$ cat src/rtl/adjust_mode_ctrl.sv
// RUN/EDIT mode controller: field selection, registered adjust pulses, inactivity timeout.
// Optional auto-repeat on held up/down levels is enabled by defining AUTO_REPEAT_EN.
`timescale 1ns/1ps
module adjust_mode_ctrl #(
  parameter int NUM_FIELDS    = 4,
  parameter int IDX_W         = 2,
  parameter int TIMEOUT_TICKS = 2000,
  parameter int REPEAT_DELAY  = 100,
  parameter int REPEAT_RATE   = 20
) (
  input  logic                  clk,
  input  logic                  rst,
  input  logic                  tick_en,
  input  logic                  btn_c,
  input  logic                  btn_r,
  input  logic                  btn_l,
  input  logic                  btn_u,
  input  logic                  btn_d,
  input  logic                  btn_u_lvl,
  input  logic                  btn_d_lvl,
  output logic                  run_en,
  output logic                  edit_mode,
  output logic [IDX_W-1:0]      field_sel,
  output logic [NUM_FIELDS-1:0] field_onehot,
  output logic                  adj_en,
  output logic                  adj_dir,
  output logic                  timeout_evt
);

  localparam int TO_W = $clog2(TIMEOUT_TICKS + 1);
  localparam logic [TO_W-1:0]  TO_LAST  = TO_W'(TIMEOUT_TICKS - 1);
  localparam logic [IDX_W-1:0] SEL_LAST = IDX_W'(NUM_FIELDS - 1);

  typedef enum logic {RUN, EDIT} state_t;

  state_t                  state_q, state_d;
  logic [IDX_W-1:0]        sel_q, sel_d;
  logic [NUM_FIELDS-1:0]   onehot_q, onehot_d;
  logic                    adj_en_q, adj_en_d;
  logic                    adj_dir_q, adj_dir_d;
  logic                    to_evt_q, to_evt_d;
  logic [TO_W-1:0]         to_cnt_q, to_cnt_d;
  logic                    lvl_hold;
  logic                    rep_fire;
  logic                    rep_dir;

  assign lvl_hold = btn_u_lvl | btn_d_lvl;

`ifdef AUTO_REPEAT_EN
  localparam int RP_W = $clog2(REPEAT_DELAY + 1);
  localparam logic [RP_W-1:0] RP_LAST   = RP_W'(REPEAT_DELAY - 1);
  localparam logic [RP_W-1:0] RP_RELOAD =
    RP_W'((REPEAT_RATE >= REPEAT_DELAY) ? 0 : (REPEAT_DELAY - REPEAT_RATE));

  logic [RP_W-1:0] rep_cnt_q, rep_cnt_d;
  logic            rep_active;

  // Counter reloads to DELAY-RATE after each fire so later pulses come every RATE ticks
  assign rep_active = (state_q == EDIT) && (btn_u_lvl ^ btn_d_lvl) && !(btn_c | btn_r | btn_l);
  assign rep_dir    = btn_u_lvl;

  always_comb begin
    rep_cnt_d = '0;
    rep_fire  = 1'b0;
    if (rep_active) begin
      rep_cnt_d = rep_cnt_q;
      if (tick_en) begin
        if (rep_cnt_q >= RP_LAST) begin
          rep_fire  = 1'b1;
          rep_cnt_d = RP_RELOAD;
        end else begin
          rep_cnt_d = rep_cnt_q + 1'b1;
        end
      end
    end
  end

  always_ff @(posedge clk or posedge rst) begin
    if (rst) rep_cnt_q <= '0;
    else     rep_cnt_q <= rep_cnt_d;
  end
`else
  assign rep_fire = 1'b0;
  assign rep_dir  = 1'b1;
`endif

  always_comb begin
    state_d   = state_q;
    sel_d     = sel_q;
    adj_en_d  = 1'b0;
    adj_dir_d = adj_dir_q;
    to_evt_d  = 1'b0;
    to_cnt_d  = to_cnt_q;
    unique case (state_q)
      RUN: begin
        to_cnt_d = '0;
        if (btn_c) begin
          state_d = EDIT;
          sel_d   = '0;
        end
      end
      EDIT: begin
        if (btn_c) begin
          state_d  = RUN;
          sel_d    = '0;
          to_cnt_d = '0;
        end else if (btn_r) begin
          sel_d    = (sel_q >= SEL_LAST) ? '0 : sel_q + 1'b1;
          to_cnt_d = '0;
        end else if (btn_l) begin
          sel_d    = (sel_q == '0) ? SEL_LAST : sel_q - 1'b1;
          to_cnt_d = '0;
        end else if (btn_u) begin
          adj_en_d  = 1'b1;
          adj_dir_d = 1'b1;
          to_cnt_d  = '0;
        end else if (btn_d) begin
          adj_en_d  = 1'b1;
          adj_dir_d = 1'b0;
          to_cnt_d  = '0;
        end else if (lvl_hold) begin
          to_cnt_d = '0;
          if (rep_fire) begin
            adj_en_d  = 1'b1;
            adj_dir_d = rep_dir;
          end
        end else if (tick_en) begin
          if (to_cnt_q >= TO_LAST) begin
            state_d  = RUN;
            sel_d    = '0;
            to_evt_d = 1'b1;
            to_cnt_d = '0;
          end else begin
            to_cnt_d = to_cnt_q + 1'b1;
          end
        end
      end
      default: state_d = RUN;
    endcase

    onehot_d = '0;
    for (int i = 0; i < NUM_FIELDS; i++)
      onehot_d[i] = (state_d == EDIT) && (sel_d == IDX_W'(i));
  end

  always_ff @(posedge clk or posedge rst) begin
    if (rst) begin
      state_q   <= RUN;
      sel_q     <= '0;
      onehot_q  <= '0;
      adj_en_q  <= 1'b0;
      adj_dir_q <= 1'b1;
      to_evt_q  <= 1'b0;
      to_cnt_q  <= '0;
    end else begin
      state_q   <= state_d;
      sel_q     <= sel_d;
      onehot_q  <= onehot_d;
      adj_en_q  <= adj_en_d;
      adj_dir_q <= adj_dir_d;
      to_evt_q  <= to_evt_d;
      to_cnt_q  <= to_cnt_d;
    end
  end

  assign run_en       = (state_q == RUN);
  assign edit_mode    = (state_q == EDIT);
  assign field_sel    = sel_q;
  assign field_onehot = onehot_q;
  assign adj_en       = adj_en_q;
  assign adj_dir      = adj_dir_q;
  assign timeout_evt  = to_evt_q;

endmodule

$ cat config.mk
export PLATFORM = sky130hd
export DESIGN_NAME = adjust_mode_ctrl
export DESIGN_NICKNAME = d
export VERILOG_FILES = /design/src/rtl/adjust_mode_ctrl.sv
export SDC_FILE = /design/constraint.sdc
export NUM_CORES = 1
export LEC_CHECK = 0
export BUFFER_PORTS_ARGS = -buffer_cell sky130_fd_sc_hd__buf_2
export CORE_MARGIN = 3
export CORE_UTILIZATION = 45
export CTS_CLUSTER_SIZE = 10
export DETAILED_ROUTE_END_ITERATION = 8
export PLACE_DENSITY = 0.67
export SLEW_MARGIN = 10
export SYNTH_ARGS = -nofsm -noshare
export SYNTH_HDL_FRONTEND = slang
export SYNTH_SLANG_ARGS = --single-unit
$ cat constraint.sdc
create_clock -name clk -period 3.19 [get_ports clk]
set_input_delay 0.4785 -clock clk [delete_from_list [all_inputs] [get_ports clk]]
set_output_delay 0.4785 -clock clk [all_outputs]
set_load 0.05 [all_outputs]
==> flow_metrics.py <==
metrics = {
    "synth": {
        "synth-async-reset-ratio_pct": 100,
        "synth-seq-cells": 21,
        "ys_warn_count": 0,
        "netlist_area_um2": 1180,
        "ys.flop_type": "dfrtp_1",
        "synth_cell_types": 41,
        "synthCells": 119,
        "synth_edf_count": 0,
        "synth_nets": 132,
        "seq_area_frac_synth_pct": 44.8,
        "avgSynthCellArea_um2": 9.88,
    },
    "global_routing": {
        "grt.total_usage_pct": 15.9,
        "grt_pass1_wl_um": 4170,
        "overflow": 0,
        "grt_max_degree": 22,
        "antenna_found_initial": 0,
        "grt_pass1_vias": 949,
    },
    "outcome": {
        "status": "completed",
    },
    "floorplanning": {
        "die_h_um": 57.1,
        "num_rows": 17,
        "die_w_um": 57.1,
        "coreArea_um2": 2340,
        "start_util_pct": 50.3,
        "dieArea_um2": 3260,
        "ios": 21,
    },
    "layout": {
        "regArea_um2": 527,
        "antenna_cells": 0,
        "fin_nets": 155,
        "drive_gt1_share_pct": 20.6,
        "utilization_pct": 56.8,
        "nFillCells": 231,
        "areaGrowthSynthToFinish_pct": 13.0,
        "multi_input_area_um2": 614,
    },
    "clock_network": {
        "cts.sinks": 21,
        "postCtsSetupBuffers": 0,
        "clock_path_buffers": 2,
        "root_buffer": "clkbuf_4",
        "cts_resized": 0,
        "path_clk_slew_ns": 0.11,
        "htreeDepth": 1,
        "cts_made_buffers": 3,
        "clock_latency_ns": 0.30,
        "cts_tree": "built",
        "ctsHoldBuffers": 0,
    },
    "detailed_routing": {
        "dr.first_iter.drc_count": 25,
        "drt_pass1_iterations": 4,
        "detail-route-antenna-nets": 0,
        "vias": 961,
        "route.detailed.drc": 0,
        "viasPerCell": 5.69,
        "wl_um": 2440,
        "post_drt_wl_per_cell_um": 14.4,
    },
    "critical_path": {
        "reg2regPathDepth": 6,
        "crit_type": "register to register",
        "r2r_end": "field_onehot[3]",
        "critPathCaptureType": "register",
        "reg2reg_from": "to_cnt_q[0]",
        "worstPathRequired_ns": 3.38,
        "cp-endpoint": "field_onehot[3]",
        "worstPathArrival_ns": 2.16,
        "crit_start": "to_cnt_q[0]",
        "cp_max_fo": 5,
        "cp-start-kind": "register",
        "reg2reg_slack_ns": 1.22,
    },
    "timing": {
        "setup_viol": 0,
        "slew_headroom_pct": 49.6,
        "min_period_ns": 1.97,
        "rsz0062_at_grt": "false",
        "worstMarginPinSlew_ns": 0.756,
        "worst_slack_ns": 1.22,
        "setup_tns_ns": 0,
        "fmax_mhz": 508,
        "clock_skew_ns": 0.00242,
        "hold_ws_ns": 0.292,
        "drv_slew": 0,
        "hold_violations": 0,
        "finalCritPeriodShare_pct": 61.7,
    },
    "power": {
        "vdd_drop_max_mv": 0.285,
        "clkPwrFrac_pct": 22.3,
        "switching_share_pct": 34.1,
        "seqPwrFrac_pct": 52.3,
        "intPower_mw": 0.374,
        "p_switching_mw": 0.194,
        "pwr-share-comb_pct": 25.4,
        "p_leak_nw": 0.582,
        "p_per_area_nw_per_um2": 427,
    },
    "place": {
        "dp_hpwl_um": 1870,
        "portBuffers": 20,
        "routabilityCongestion": 0.844,
        "dpl_worst_slack_ns": 1.18,
    },
    "flow_run": {
        "cap_violations": 0,
    },
    "hold_path": {
        "holdCritPathClass": "primary input to async pin",
    },
}
[state kept, by name, summed over array words and instances (netlist names)]
| name | flops |
|---|---|
| field_onehot | 4 |
| field_sel | 2 |
| to_cnt_q | 11 |
| adj_dir | 1 |
| edit_mode | 1 |
| adj_en | 1 |
| timeout_evt | 1 |
[kinds of logic (layout without fill, tap and decap cells)]
| group | count (synthesis) | after routing | synth area share, % |
|---|---|---|---|
| xor gates and xnor gates | 3 | 3 | 2.23 |
| adders and majority gates | 3 | 3 | 3.19 |
| buffers and inverters | 9 | 31 | 2.98 |
| and+or+nand+nor | 52 | 52 | 28.4 |
| AOI/OAI and AO/OA | 29 | 29 | 16.7 |
| DFF | 21 | 21 | 44.8 |
| muxes | 2 | 2 | 1.70 |
[worst min path at each step]
| stage | endpoint | slack, ns | cells past startpoint |
|---|---|---|---|
| 2_1_floorplan | adj_en | 0.45 | 1 |
| 3_3_place_gp | to_cnt_q[10] | 0.49 | 2 |
| 3_5_place_dp | to_cnt_q[10] | 0.51 | 2 |
| 4_1_cts | to_cnt_q[10] | 0.32 | 2 |
| 5_1_grt | to_cnt_q[10] | 0.35 | 2 |
| 6_report | to_cnt_q[10] | 0.29 | 2 |
[cell usage after synthesis, drive strengths merged (2+ instances only)]
| cell type | count | area share, % |
|---|---|---|
| nand3 | 3 | 1.3 |
| ha | 3 | 3.2 |
| and3 | 2 | 1.5 |
| nand4 | 3 | 2.9 |
| a32o | 3 | 2.6 |
| dfrtp | 20 | 43 |
| xor2 | 2 | 1.5 |
| a21oi | 10 | 4.3 |
| inv | 7 | 2.2 |
| a21o | 3 | 1.9 |
| or4 | 2 | 1.3 |
| nor2b | 3 | 1.6 |
| nand2 | 8 | 2.6 |
| and2 | 2 | 1.1 |
| mux2i | 2 | 1.7 |
| nor3 | 8 | 3.8 |
| a22o | 2 | 1.5 |
| o31ai | 2 | 1.3 |
| nor3b | 2 | 1.3 |
| o21ai | 3 | 1.3 |
| nor2 | 10 | 3.2 |
| nand3b | 2 | 1.3 |
| nand2b | 3 | 1.6 |
[per-layer routing]
metal	global-route usage, %	routed length (um)	vias to the layer above
li1	-	-	479
met1	21.7	1190	453
met2	25.6	1130	25
met3	2.71	100	4
met4	4.97	19	0
met5	0	0	-
[power groups by stage]
stage | Combinational [mW] | Clock, mW | Sequential (mW)
after floorplan | 0.0607 | 0 | 0.347
final | 0.144 | 0.126 | 0.297
after detailed placement | 0.146 | 0 | 0.302
after CTS | 0.146 | 0.134 | 0.297
after global placement | 0.142 | 0 | 0.301
after global routing | 0.155 | 0.146 | 0.299
[final cells by class]
cell class,instances,share of cell area (%)
repair buffers,20,7.53
flip-flops and latches,21,39.6
clock buffers,4,1.98
inverters,7,1.98
well taps,28,2.64
multi-input cells,89,46.2
[per-stage QoR]
stage | total power, mW | instance area [um^2] | instances
finish | 0.567 | 1330 | 169
detailed placement | 0.447 | 1300 | 165
global route | 0.600 | 1330 | 169
CTS | 0.577 | 1330 | 169
global placement | 0.443 | 1300 | 165
floorplan | 0.408 | 1180 | 119
[cells in the final DEF (no fill, tap or decap), drive strengths merged, types with 2 or more instances in the layout]
master / instances
a32o: 3
nand2b: 3
nand2: 8
mux2i: 2
or4: 2
nand3b: 2
a21o: 3
o31ai: 2
nand4: 3
nor3: 8
nor2: 10
and3: 2
buf: 20
a22o: 2
nor2b: 3
a21oi: 10
o21ai: 3
clkbuf: 4
ha: 3
nor3b: 2
xor2: 2
and2: 2
nand3: 3
inv: 7
dfrtp: 20
[critical path: stages (launching register included)]
cell     delay [ns]
dfrtp_1        0.45
ha_1           0.22
a21oi_1        0.05
o21ai_1        0.33
nand4_4        0.17
o41a_1         0.47
nor3b_1        0.17
Note: power is estimated with default switching activity, not from simulation.
